`config.mk`:
```
export PLATFORM = sky130hd
export DESIGN_NAME = sync_link_tx_flat
export DESIGN_NICKNAME = d
export VERILOG_FILES = /design/src/rtl/sync_link_tx_if.sv /design/src/rtl/sync_link_tx.sv /design/src/flat_wrapper.sv
export SDC_FILE = /design/constraint.sdc
export NUM_CORES = 1
export LEC_CHECK = 0
export BUFFER_PORTS_ARGS = -buffer_cell sky130_fd_sc_hd__buf_2
export CORE_AREA = 2 2 39 41
export DETAILED_ROUTE_END_ITERATION = 7
export DIE_AREA = 0 0 41 43
export PLACE_DENSITY = 0.46
export SYNTH_ARGS = -nofsm -noshare
export SYNTH_HDL_FRONTEND = slang
export SYNTH_SLANG_ARGS = --single-unit
```
`constraint.sdc`:
```
create_clock -name clk -period 1.05 [get_ports clk]
set_input_delay 0.0525 -clock clk [delete_from_list [all_inputs] [get_ports clk]]
set_output_delay 0.0525 -clock clk [all_outputs]
set_load 0.01 [all_outputs]
```
`src/rtl/sync_link_tx_if.sv`:
```
// link_intf: dual-rail four-phase link between a clocked sender and an
// asynchronous receiver. data carries one dual-rail codeword or spacer,
// ack is the receiver's return-to-zero acknowledge.
interface link_intf #(
    parameter int WIDTH = 4
);
    logic [WIDTH-1:0] data;
    logic             ack;

    // Sender side: drives the rails, listens to the acknowledge
    modport out (output data, input ack);

    // Receiver side: listens to the rails, drives the acknowledge
    modport in (input data, output ack);
endinterface

```
`src/rtl/sync_link_tx.sv`:
```
// sync_link_tx: valid/ready to dual-rail four-phase bridge.
// Each accepted word is held as a dual-rail codeword until the synchronised
// ack rises, then replaced by spacer until the ack falls again.
// Optional build macro SYNC_LINK_TX_ACK_TIMEOUT_EN adds a sticky ack_err
// output flagging a token that waited TIMEOUT_CYCLES clocks in one phase.
module sync_link_tx #(
    parameter int REG_WIDTH      = 2,
    parameter int SYNC_STAGES    = 2,
    parameter int TIMEOUT_CYCLES = 1024
) (
    input  logic                 clk,
    input  logic                 rst,
    input  logic [REG_WIDTH-1:0] in_data,
    input  logic                 in_valid,
    output logic                 in_ready,
    link_intf.out                out,
`ifdef SYNC_LINK_TX_ACK_TIMEOUT_EN
    output logic                 ack_err,
`endif
    output logic                 busy
);

    typedef enum logic [1:0] {
        ST_IDLE = 2'd0,
        ST_EVAL = 2'd1,
        ST_NULL = 2'd2
    } stateT;

    stateT                    r_state;
    stateT                    w_nextState;
    logic [SYNC_STAGES-1:0]   r_ackSync;
    logic                     w_ackS;
    logic                     w_accept;
    logic [2*REG_WIDTH-1:0]   r_data;
    logic [2*REG_WIDTH-1:0]   w_dataNext;

    // Reject parameter values the synchroniser and timeout cannot support
    if (SYNC_STAGES < 2 || SYNC_STAGES > 4 || TIMEOUT_CYCLES < 1) begin : g_paramCheck
        $error("sync_link_tx: SYNC_STAGES must be 2..4 and TIMEOUT_CYCLES >= 1");
    end

    // Bit i becomes rails {1,0} for a one and {0,1} for a zero
    function automatic logic [2*REG_WIDTH-1:0] encodeDualRail(input logic [REG_WIDTH-1:0] word);
        logic [2*REG_WIDTH-1:0] code;
        code = '0;
        for (int i = 0; i < REG_WIDTH; i++) begin
            code[2*i +: 2] = word[i] ? 2'b10 : 2'b01;
        end
        return code;
    endfunction

    // Bring the asynchronous acknowledge into the clock domain
    always_ff @(posedge clk or posedge rst) begin
        if (rst) begin
            r_ackSync <= '0;
        end else begin
            r_ackSync <= {r_ackSync[SYNC_STAGES-2:0], out.ack};
        end
    end

    assign w_ackS = r_ackSync[SYNC_STAGES-1];

    // State register
    always_ff @(posedge clk or posedge rst) begin
        if (rst) begin
            r_state <= ST_IDLE;
        end else begin
            r_state <= w_nextState;
        end
    end

    // Next state: each phase waits only for the ack level that ends it, so
    // glitches toward the other level are ignored and no phase is skipped
    always_comb begin
        w_nextState = r_state;
        case (r_state)
            ST_IDLE: if (w_accept) w_nextState = ST_EVAL;
            ST_EVAL: if (w_ackS)   w_nextState = ST_NULL;
            ST_NULL: if (!w_ackS)  w_nextState = ST_IDLE;
            default:               w_nextState = ST_IDLE;
        endcase
    end

    // Outputs: handshake is combinational, rail contents are computed here and
    // registered below so the link itself only ever sees flop outputs
    always_comb begin
        in_ready   = (r_state == ST_IDLE) && !w_ackS;
        busy       = (r_state != ST_IDLE);
        w_accept   = in_valid && in_ready;
        w_dataNext = r_data;
        case (r_state)
            ST_IDLE: if (w_accept) w_dataNext = encodeDualRail(in_data);
            ST_EVAL: if (w_ackS)   w_dataNext = '0;
            default:               w_dataNext = '0;
        endcase
    end

    // Rail register; reset forces spacer immediately and drops any held word
    always_ff @(posedge clk or posedge rst) begin
        if (rst) begin
            r_data <= '0;
        end else begin
            r_data <= w_dataNext;
        end
    end

    assign out.data = r_data;

`ifdef SYNC_LINK_TX_ACK_TIMEOUT_EN
    localparam int CNT_W = $clog2(TIMEOUT_CYCLES + 1);
    localparam logic [CNT_W-1:0] CNT_MAX = CNT_W'(TIMEOUT_CYCLES);

    logic [CNT_W-1:0] r_waitCnt;
    logic [CNT_W-1:0] w_cntNext;
    logic             r_ackErr;

    // Wait counter restarts on each phase change and saturates at the limit
    always_comb begin
        w_cntNext = '0;
        if (w_nextState == r_state && r_state != ST_IDLE) begin
            w_cntNext = (r_waitCnt == CNT_MAX) ? r_waitCnt : r_waitCnt + 1'b1;
        end
    end

    // Sticky error; the token is never aborted so four-phase order survives
    always_ff @(posedge clk or posedge rst) begin
        if (rst) begin
            r_waitCnt <= '0;
            r_ackErr  <= 1'b0;
        end else begin
            r_waitCnt <= w_cntNext;
            r_ackErr  <= r_ackErr | (w_cntNext == CNT_MAX);
        end
    end

    assign ack_err = r_ackErr;
`endif

endmodule

```
`src/flat_wrapper.sv`:
```
// flat-port wrapper written by rule: the top's interface ports become plain ports
module sync_link_tx_flat 
#(
    parameter int REG_WIDTH      = 2,
    parameter int SYNC_STAGES    = 2,
    parameter int TIMEOUT_CYCLES = 1024
)
  (clk, rst, in_data, in_valid, in_ready, busy, out_data, out_ack);
  link_intf #(.WIDTH((2 * REG_WIDTH))) out_i ();
  input  logic clk;
  input  logic rst;
  input  logic [REG_WIDTH-1:0] in_data;
  input  logic in_valid;
  output logic in_ready;
  output logic busy;
  output wire logic [$bits(out_i.data)-1:0] out_data;
  input wire logic [$bits(out_i.ack)-1:0] out_ack;
  assign out_data = out_i.data;
  assign out_i.ack = out_ack;
  sync_link_tx #(.REG_WIDTH(REG_WIDTH), .SYNC_STAGES(SYNC_STAGES), .TIMEOUT_CYCLES(TIMEOUT_CYCLES)) u_core (.clk(clk), .rst(rst), .in_data(in_data), .in_valid(in_valid), .in_ready(in_ready), .out(out_i), .busy(busy));
endmodule
```
==> results of run 1 <==
==> worst max-delay path, stage by stage (launching register included) <==
cell and delay [ns]:
dfrtp_2 0.40, or2_1 0.22, nor2_1 0.08, buf_2 0.13
==> repair_timing <==
item / CTS / global route
gates resized for setup: 1 / 0
hold endpoints to repair: 9 / 0
hold buffers: 2 / 0
setup buffers: 2 / 0
setup endpoints to repair: 2 / 6
==> power breakdown <==
part	internal (mW)	switching [mW]	total (mW)
logic	0.0839	0.0919	0.176
registers	0.347	0.0274	0.374
clock network	0.130	0.0988	0.229
total	0.561	0.218	0.779
==> cell usage after synthesis <==
library cell / count / area share
or2_1: 1 / 0.018
a21oi_1: 4 / 0.056
nor2b_2: 1 / 0.025
buf_2: 1 / 0.014
inv_1: 5 / 0.053
dfrtp_1: 8 / 0.56
a211oi_1: 1 / 0.021
xor2_1: 1 / 0.025
nor2_2: 1 / 0.018
and2_1: 1 / 0.018
a32oi_1: 4 / 0.098
nor2_1: 1 / 0.011
o211ai_1: 4 / 0.084
==> how the worst max path moves through the flow <==
stage | end | cells past startpoint
after global routing | in_ready | 3
after detailed placement | u_core.out.data[3] | 3
final | in_ready | 3
after global placement | u_core.out.data[1] | 3
after CTS | in_ready | 3
after floorplan | u_core.out.data[0] | 4
==> state kept, by name, indices dropped and copies added (netlist names) <==
signal,flops
u_core.out.data,4
u_core.r_ackSync,2
u_core.r_state,2
==> cell families after synthesis <==
| kind of cell | share of synthesized area |
|---|---|
| AO/OA/AOI/OAI | 0.260 |
| XOR/XNOR | 0.0246 |
| buffers and inverters | 0.0667 |
| flip-flops | 0.561 |
| AND/OR/NAND/NOR | 0.0877 |
==> layer usage <==
metal | vias to the layer above | track usage | share of wire
li1 | 155 | - | -
met1 | 134 | 0.127 | 0.45
met2 | 9 | 0.122 | 0.46
met3 | 0 | 0.0314 | 0.085
met4 | 0 | 0.0800 | 0
met5 | - | 0 | 0
==> per-stage QoR <==
step | hold slack [ns] | std cells | util | power, mW | setup TNS (ns)
finish | 0.142 | 66 | 0.351 | 0.779 | -0.117
global route | 0.168 | 66 | 0.351 | 0.829 | -0.525
CTS | 0.148 | 66 | 0.351 | 0.790 | -0.144
detailed placement | 0.0145 | 59 | 0.308 | 0.536 | 0
global placement | 0.00973 | 59 | 0.308 | 0.537 | 0
floorplan | -0.132 | 33 | - | 0.472 | 0
==> area by class of cell <==
| type | instances | area, µm² |
|---|---|---|
| multi-input combinational | 19 | 133 |
| tap | 16 | 20.0 |
| inverter | 5 | 18.8 |
| clock buffer | 3 | 22.5 |
| fill | 157 | 898 |
| timing repair buffer | 15 | 90.1 |
| sequential | 8 | 201 |
==> out/qor.yml, run 1 <==
status:
  status: "finished with violations"
  failed_checks: "negative setup slack"
drt:
  detailroute.via_count: 298
  drt_iter0_drc: 3
  first_pass_iters: 4
  drtAntennaViolNets: 0
  routed_wl_um: 691
  drc_errors: 0
  wl_per_cell_um: 10.5
  drt-vias-per-instance: 4.52
power:
  peakVddDrop_mv: 0.774
  total_leakage_power_nw: 0.240
  p_per_area_nw_per_um2: 1600
placement:
  pre_cts_ws_ns: 0.0333
  gp_congestion: 0.665
  io_buffers: 11
  post_dp_cell_area_um2: 427
timing:
  max_freq_mhz: 882
  hold_viol: 0
  grt_setup_unrepaired: "true"
  slew_viol_final: 0
  fin_ws_ns: -0.0842
  min_period_ns: 1.13
  fin_worst_skew_ns: 0.00485
  worst_slew_pin_slew_ns: 0.299
  finalSetupViolCount: 6
  finalCritPeriodShare: 1.08
  relSlewSlack: 0.800
cts:
  htreeDepth: 1
  cts_root_buf: "clkbuf_4"
  clk_latency_ns: 0.25
  cts_num_sinks: 8
  clk_path_buf_depth: 2
  cts.clk_slew.worst_paths_ns: 0.05
  cts_buffers: 3
  cts_tree: "yes"
critical_path:
  path_class: "flop to output port"
  cp.required_ns: 1.00
  r2r_setup_slack_ns: -0.01
  cp_max_fo: 2
  endpoint_kind: "output port"
  worst_ep_arrival_time_ns: 1.08
  r2r-end: "u_core.out.data[3]"
  r2r_cells: 4
  r2r-start: "u_core.r_state[0]"
  cp-start-kind: "flop"
  crit_start: "u_core.r_state[1]"
floorplanning:
  num_rows: 14
  ios: 12
  die_w_um: 41
  start_util: 0.258
  die_area_um2: 1760
  core_um2: 1380
  die_y_um: 43
synth:
  synth_seq_cells: 8
  synthesis.nets: 39
  avgSynthCellArea_um2: 10.8
  yosysUniqueCellTypes: 13
  netlist_instances: 33
  synth_area_um2: 357
  seq_area_frac_synth: 0.561
  yosys_warnings: 0
global_route:
  grt_pass1_wl_um: 1110
  grt_pass1_vias: 275
  grt_usage: 0.0964
  grt_max_degree: 10
  grt_antenna_before_repair: 0
  grt.overflow.total: 0
cells_and_area:
  fin_nets: 58
  mostFrequentLayoutCells: "buf_2, dfrtp_1, inv_1"
  layout_commonest_cell: "buf_2"
  area_delta_synth_final_pct: 36.1
  n_antenna_cell: 0
  final_area_um2: 485
  final_layout_size_suffix_gt1_frac: 0.380
hold_path:
  worstHoldStart: "in_data[1]"
  hp-class: "input port to flop"
  hold_depth: 3
  worstHoldEndpoint: "u_core.out.data[3]"
run:
  maxCapViolCount: 0
Note: power is estimated with default switching activity, not from simulation.
==> run 2: changes to the inputs <==
Settings changed: CORE_AREA 2 2 39 41 to default, CORE_UTILIZATION from default to 24, DIE_AREA 0 0 41 43 to default, PLACE_DENSITY 0.46 to 0.42.
==> out/qor.yml, run 2 (synthesis results as in run 1) <==
cts:
  clk_path_buf_depth: 2
  cts.clk_slew.worst_paths_ns: 0.05
  cts_buffers: 3
  htreeDepth: 1
  cts_num_sinks: 8
  cts_tree: "yes"
  cts_root_buf: "clkbuf_4"
  clk_latency_ns: 0.25
timing:
  hold_viol: 0
  finalSetupViolCount: 1
  grt_setup_unrepaired: "true"
  fin_worst_skew_ns: 0.00130
  slew_viol_final: 0
  relSlewSlack: 0.790
  worst_slew_pin_slew_ns: 0.315
  finalCritPeriodShare: 1.06
  min_period_ns: 1.11
  fin_tns_setup_ns: -0.0611
  fin_ws_ns: -0.0611
  max_freq_mhz: 900
critical_path:
  endpoint_kind: "output port"
  cp.required_ns: 1.00
  r2r_setup_slack_ns: 0.02
  worst_ep_arrival_time_ns: 1.06
  cp-start-kind: "flop"
  r2r_cells: 4
  path_class: "flop to output port"
  cp_max_fo: 2
cells_and_area:
  area_delta_synth_final_pct: 42.1
  n_antenna_cell: 0
  largest_register_ffs: 4
  final_layout_size_suffix_gt1_frac: 0.412
  layout_commonest_cell: "buf_2"
  mostFrequentLayoutCells: "buf_2, dfrtp_1, inv_1"
  fin_nets: 59
drt:
  first_pass_iters: 4
  detailroute.via_count: 314
  drt_iter0_drc: 4
  drc_errors: 0
  drt-vias-per-instance: 4.76
  wl_per_cell_um: 11.3
  drtAntennaViolNets: 0
  routed_wl_um: 743
power:
  p_seq_frac: 0.470
  total_leakage_power_nw: 0.249
  p_int_uw: 575
  peakVddDrop_mv: 0.811
  p_per_area_nw_per_um2: 1580
  comb_power_share: 0.245
  swShare: 0.280
  clock_power_share: 0.285
  power_uw: 799
  power.switching_uw: 224
floorplanning:
  ios: 12
  core_um2: 1330
  start_util: 0.267
  die_area_um2: 1640
  die_w_um: 40.5
  die_y_um: 40.5
  num_rows: 13
hold_path:
  hp-class: "input port to flop"
  hold_depth: 3
global_route:
  grt_antenna_before_repair: 0
  grt_max_degree: 10
  grt.overflow.total: 0
  grt_pass1_vias: 274
  grt_usage: 0.106
  grt_pass1_wl_um: 1060
placement:
  gp_congestion: 0.679
  io_buffers: 11
status:
  failed_checks: "negative setup slack"
  status: "finished with violations"
run:
  maxCapViolCount: 0
run 2: cell count changes in the layout (fill, tap and decap cells not counted), sizes merged:
cell  change
buf       +1
run 2: layout make-up:
type | instances | area (µm²)
Inverter | 5 | 18.8
Fill cell | 136 | 827
Clock buffer | 3 | 22.5
Tap cell | 15 | 18.8
Multi-Input combinational cell | 19 | 143
Sequential cell | 8 | 203
Timing Repair Buffer | 16 | 101
run 2: worst paths after layout:
path | startpoint | endpoint
worst max-delay path | u_core.r_state[1] | in_ready
worst min-delay path | in_data[1] | u_core.out.data[3]
worst max register to register | u_core.r_state[1] | u_core.r_state[1]
worst min register to register | u_core.r_ackSync[0] | u_core.r_ackSync[1]
max in group asynchronous | rst | u_core.r_ackSync[1]
min in group asynchronous | rst | u_core.r_state[0]
run 2: power groups by stage:
stage / Sequential (mW) / Combinational, mW / Clock [mW]
finish: 0.375 / 0.196 / 0.228
global route: 0.380 / 0.218 / 0.266
CTS: 0.373 / 0.179 / 0.244
detailed placement: 0.391 / 0.145 / 0
global placement: 0.392 / 0.146 / 0
floorplan: 0.391 / 0.0808 / 0
run 2: routing by layer:
| metal | part of all wire | global-route usage |
|---|---|---|
| met5 | 0 | 0 |
| met4 | 0 | 0.0250 |
| met3 | 0.093 | 0.0833 |
| met2 | 0.47 | 0.163 |
| met1 | 0.44 | 0.113 |
run 2: critical path, cell delays in order, from the launching register on:
cell and delay (ns):
dfrtp_2 0.39, or2_1 0.21, nor2_1 0.08, buf_2 0.13
run 2: what timing repair did:
action	4_1_cts	5_1_grt
hold buffers	2	0
endpoints found under the setup margin	2	6
buffers inserted	2	1
hold endpoints to repair	9	0
pin swaps	0	2
cloned	0	0
gates resized for setup	1	4
run 2: per-stage QoR:
step,std cells,setup slack (ns),hold WS (ns),cell area (µm²),utilization
2_1_floorplan,33,0.122,-0.132,357,-
3_3_place_gp,58,0.0514,0.00806,425,0.319
3_5_place_dp,58,0.0348,0.0136,425,0.319
4_1_cts,65,-0.0862,0.158,484,0.363
5_1_grt,66,-0.158,0.177,507,0.380
6_report,66,-0.0611,0.165,507,0.380
==> run 3: changes to the inputs <==
Settings changed: CORE_MARGIN from default to 10, SKIP_LAST_GASP from default to 1.
Clock period 1.05 ns to 1.39 ns, I/O delays scaled along.
==> out/qor.yml, run 3 (synthesis results as in run 1) <==
critical_path:
  r2r_setup_slack_ns: 0.36
  worst_ep_arrival_time_ns: 1.16
  endpoint_kind: "output port"
  crit_family: "flip-flops"
  crit_slowest_cell: "dfrtp_1"
  cp_max_fo: 7
  crit_chain: "or2_1, nor2_1, buf_2"
  path_class: "flop to output port"
  cpPeakStageDelay_ns: 0.45
  crit_buf_inv: 1
  cp-start-kind: "flop"
  cp.required_ns: 1.32
cells_and_area:
  instances_no_fill: 63
  n_antenna_cell: 0
  final_layout_size_suffix_gt1_frac: 0.333
  final_area_um2: 468
  mostFrequentLayoutCells: "buf_2, dfrtp_1, inv_1"
  layout_commonest_cell: "buf_2"
  area_delta_synth_final_pct: 31.2
  largest_register_ffs: 4
  fin_nets: 56
drt:
  drtAntennaViolNets: 0
  first_pass_iters: 4
  detailroute.via_count: 305
  wl_per_cell_um: 13.1
  routed_wl_um: 823
  drt-vias-per-instance: 4.84
  drt_iter0_drc: 10
  drc_errors: 0
timing:
  slew_viol_final: 0
  finalSetupViolCount: 0
  max_freq_mhz: 813
  worst_slew_pin_slew_ns: 0.297
  hold_viol: 0
  fin_tns_setup_ns: 0
  relSlewSlack: 0.802
  fin_worst_skew_ns: 0.00543
  fin_ws_ns: 0.160
  finalCritPeriodShare: 0.885
  grt_setup_unrepaired: "false"
  min_period_ns: 1.23
placement:
  hpwl_um: 671
  gp_congestion: 0.700
  dp.cells: 58
  pre_cts_ws_ns: 0.361
  post_dp_cell_area_um2: 425
  io_buffers: 11
global_route:
  grt.overflow.total: 0
  grt_usage: 0.0607
  grt_pass1_wl_um: 1560
  grt_antenna_before_repair: 0
  grt_max_degree: 10
  grt_pass1_vias: 335
hold_path:
  hp-class: "input port to flop"
cts:
  cts_resized: 0
  cts_buffers: 3
  cts_hold_buf: 2
  clk_path_buf_depth: 2
  cts.clk_slew.worst_paths_ns: 0.05
  cts_tree: "yes"
  clk_latency_ns: 0.25
  cts_num_sinks: 8
  htreeDepth: 1
  post-cts-setup-buffers: 0
  cts_root_buf: "clkbuf_4"
status:
  status: "finished, final reports clean"
power:
  swShare: 0.285
  clock_power_share: 0.294
  total_leakage_power_nw: 0.231
  power.switching_uw: 165
  peakVddDrop_mv: 0.379
  p_seq_frac: 0.505
  p_int_uw: 414
  comb_power_share: 0.201
  p_per_area_nw_per_um2: 1240
floorplanning:
  die_y_um: 58.5
  core_um2: 1350
  die_w_um: 58.5
  start_util: 0.264
  ios: 12
  die_area_um2: 3430
  num_rows: 13
run:
  maxCapViolCount: 0
[run 3: worst paths after layout]
check | start | depth (start not counted) | end
worst max-delay path | u_core.r_state[1] | 3 | in_ready
worst min-delay path | in_data[1] | 3 | u_core.out.data[3]
worst max register to register | u_core.r_ackSync[1] | 3 | u_core.out.data[2]
worst min register to register | u_core.r_ackSync[0] | 0 | u_core.r_ackSync[1]
max in group asynchronous | rst | 3 | u_core.r_state[1]
min in group asynchronous | rst | 3 | u_core.out.data[0]
[run 3: area by class of cell]
cell class	count	area [µm²]
inverters	5	18.8
well taps	15	18.8
clock buffers	3	22.5
repair buffers	13	75.1
multi-input cells	19	133
flip-flops and latches	8	200
fillers	146	882
[run 3: routing by layer]
layer  up-vias  routed length (µm)  track usage
met1       145                 362       0.0646
li1        149                   -            -
met3         0                  63       0.0386
met5         -                   0            0
met2        11                 397       0.0865
met4         0                   0       0.0403
[run 3: worst min-delay path, cell delays in order]
cell	delay, ns
buf_2	0.08
a32oi_1	0.08
a21oi_1	0.15
[run 3: power by group through the flow]
stage	logic (mW)	registers, mW	clock network [mW]
3_5_place_dp	0.115	0.296	0
5_1_grt	0.134	0.299	0.198
2_1_floorplan	0.0611	0.295	0
4_1_cts	0.120	0.292	0.178
3_3_place_gp	0.113	0.297	0
6_report	0.117	0.292	0.170
[run 3: per-stage QoR]
stage               hold slack, ns  total power [mW]  utilization
floorplan                   -0.115             0.357            -
global placement            0.0260             0.411        0.315
detailed placement          0.0231             0.411        0.315
CTS                          0.181             0.590        0.347
global route                 0.229             0.632        0.347
finish                       0.183             0.579        0.347
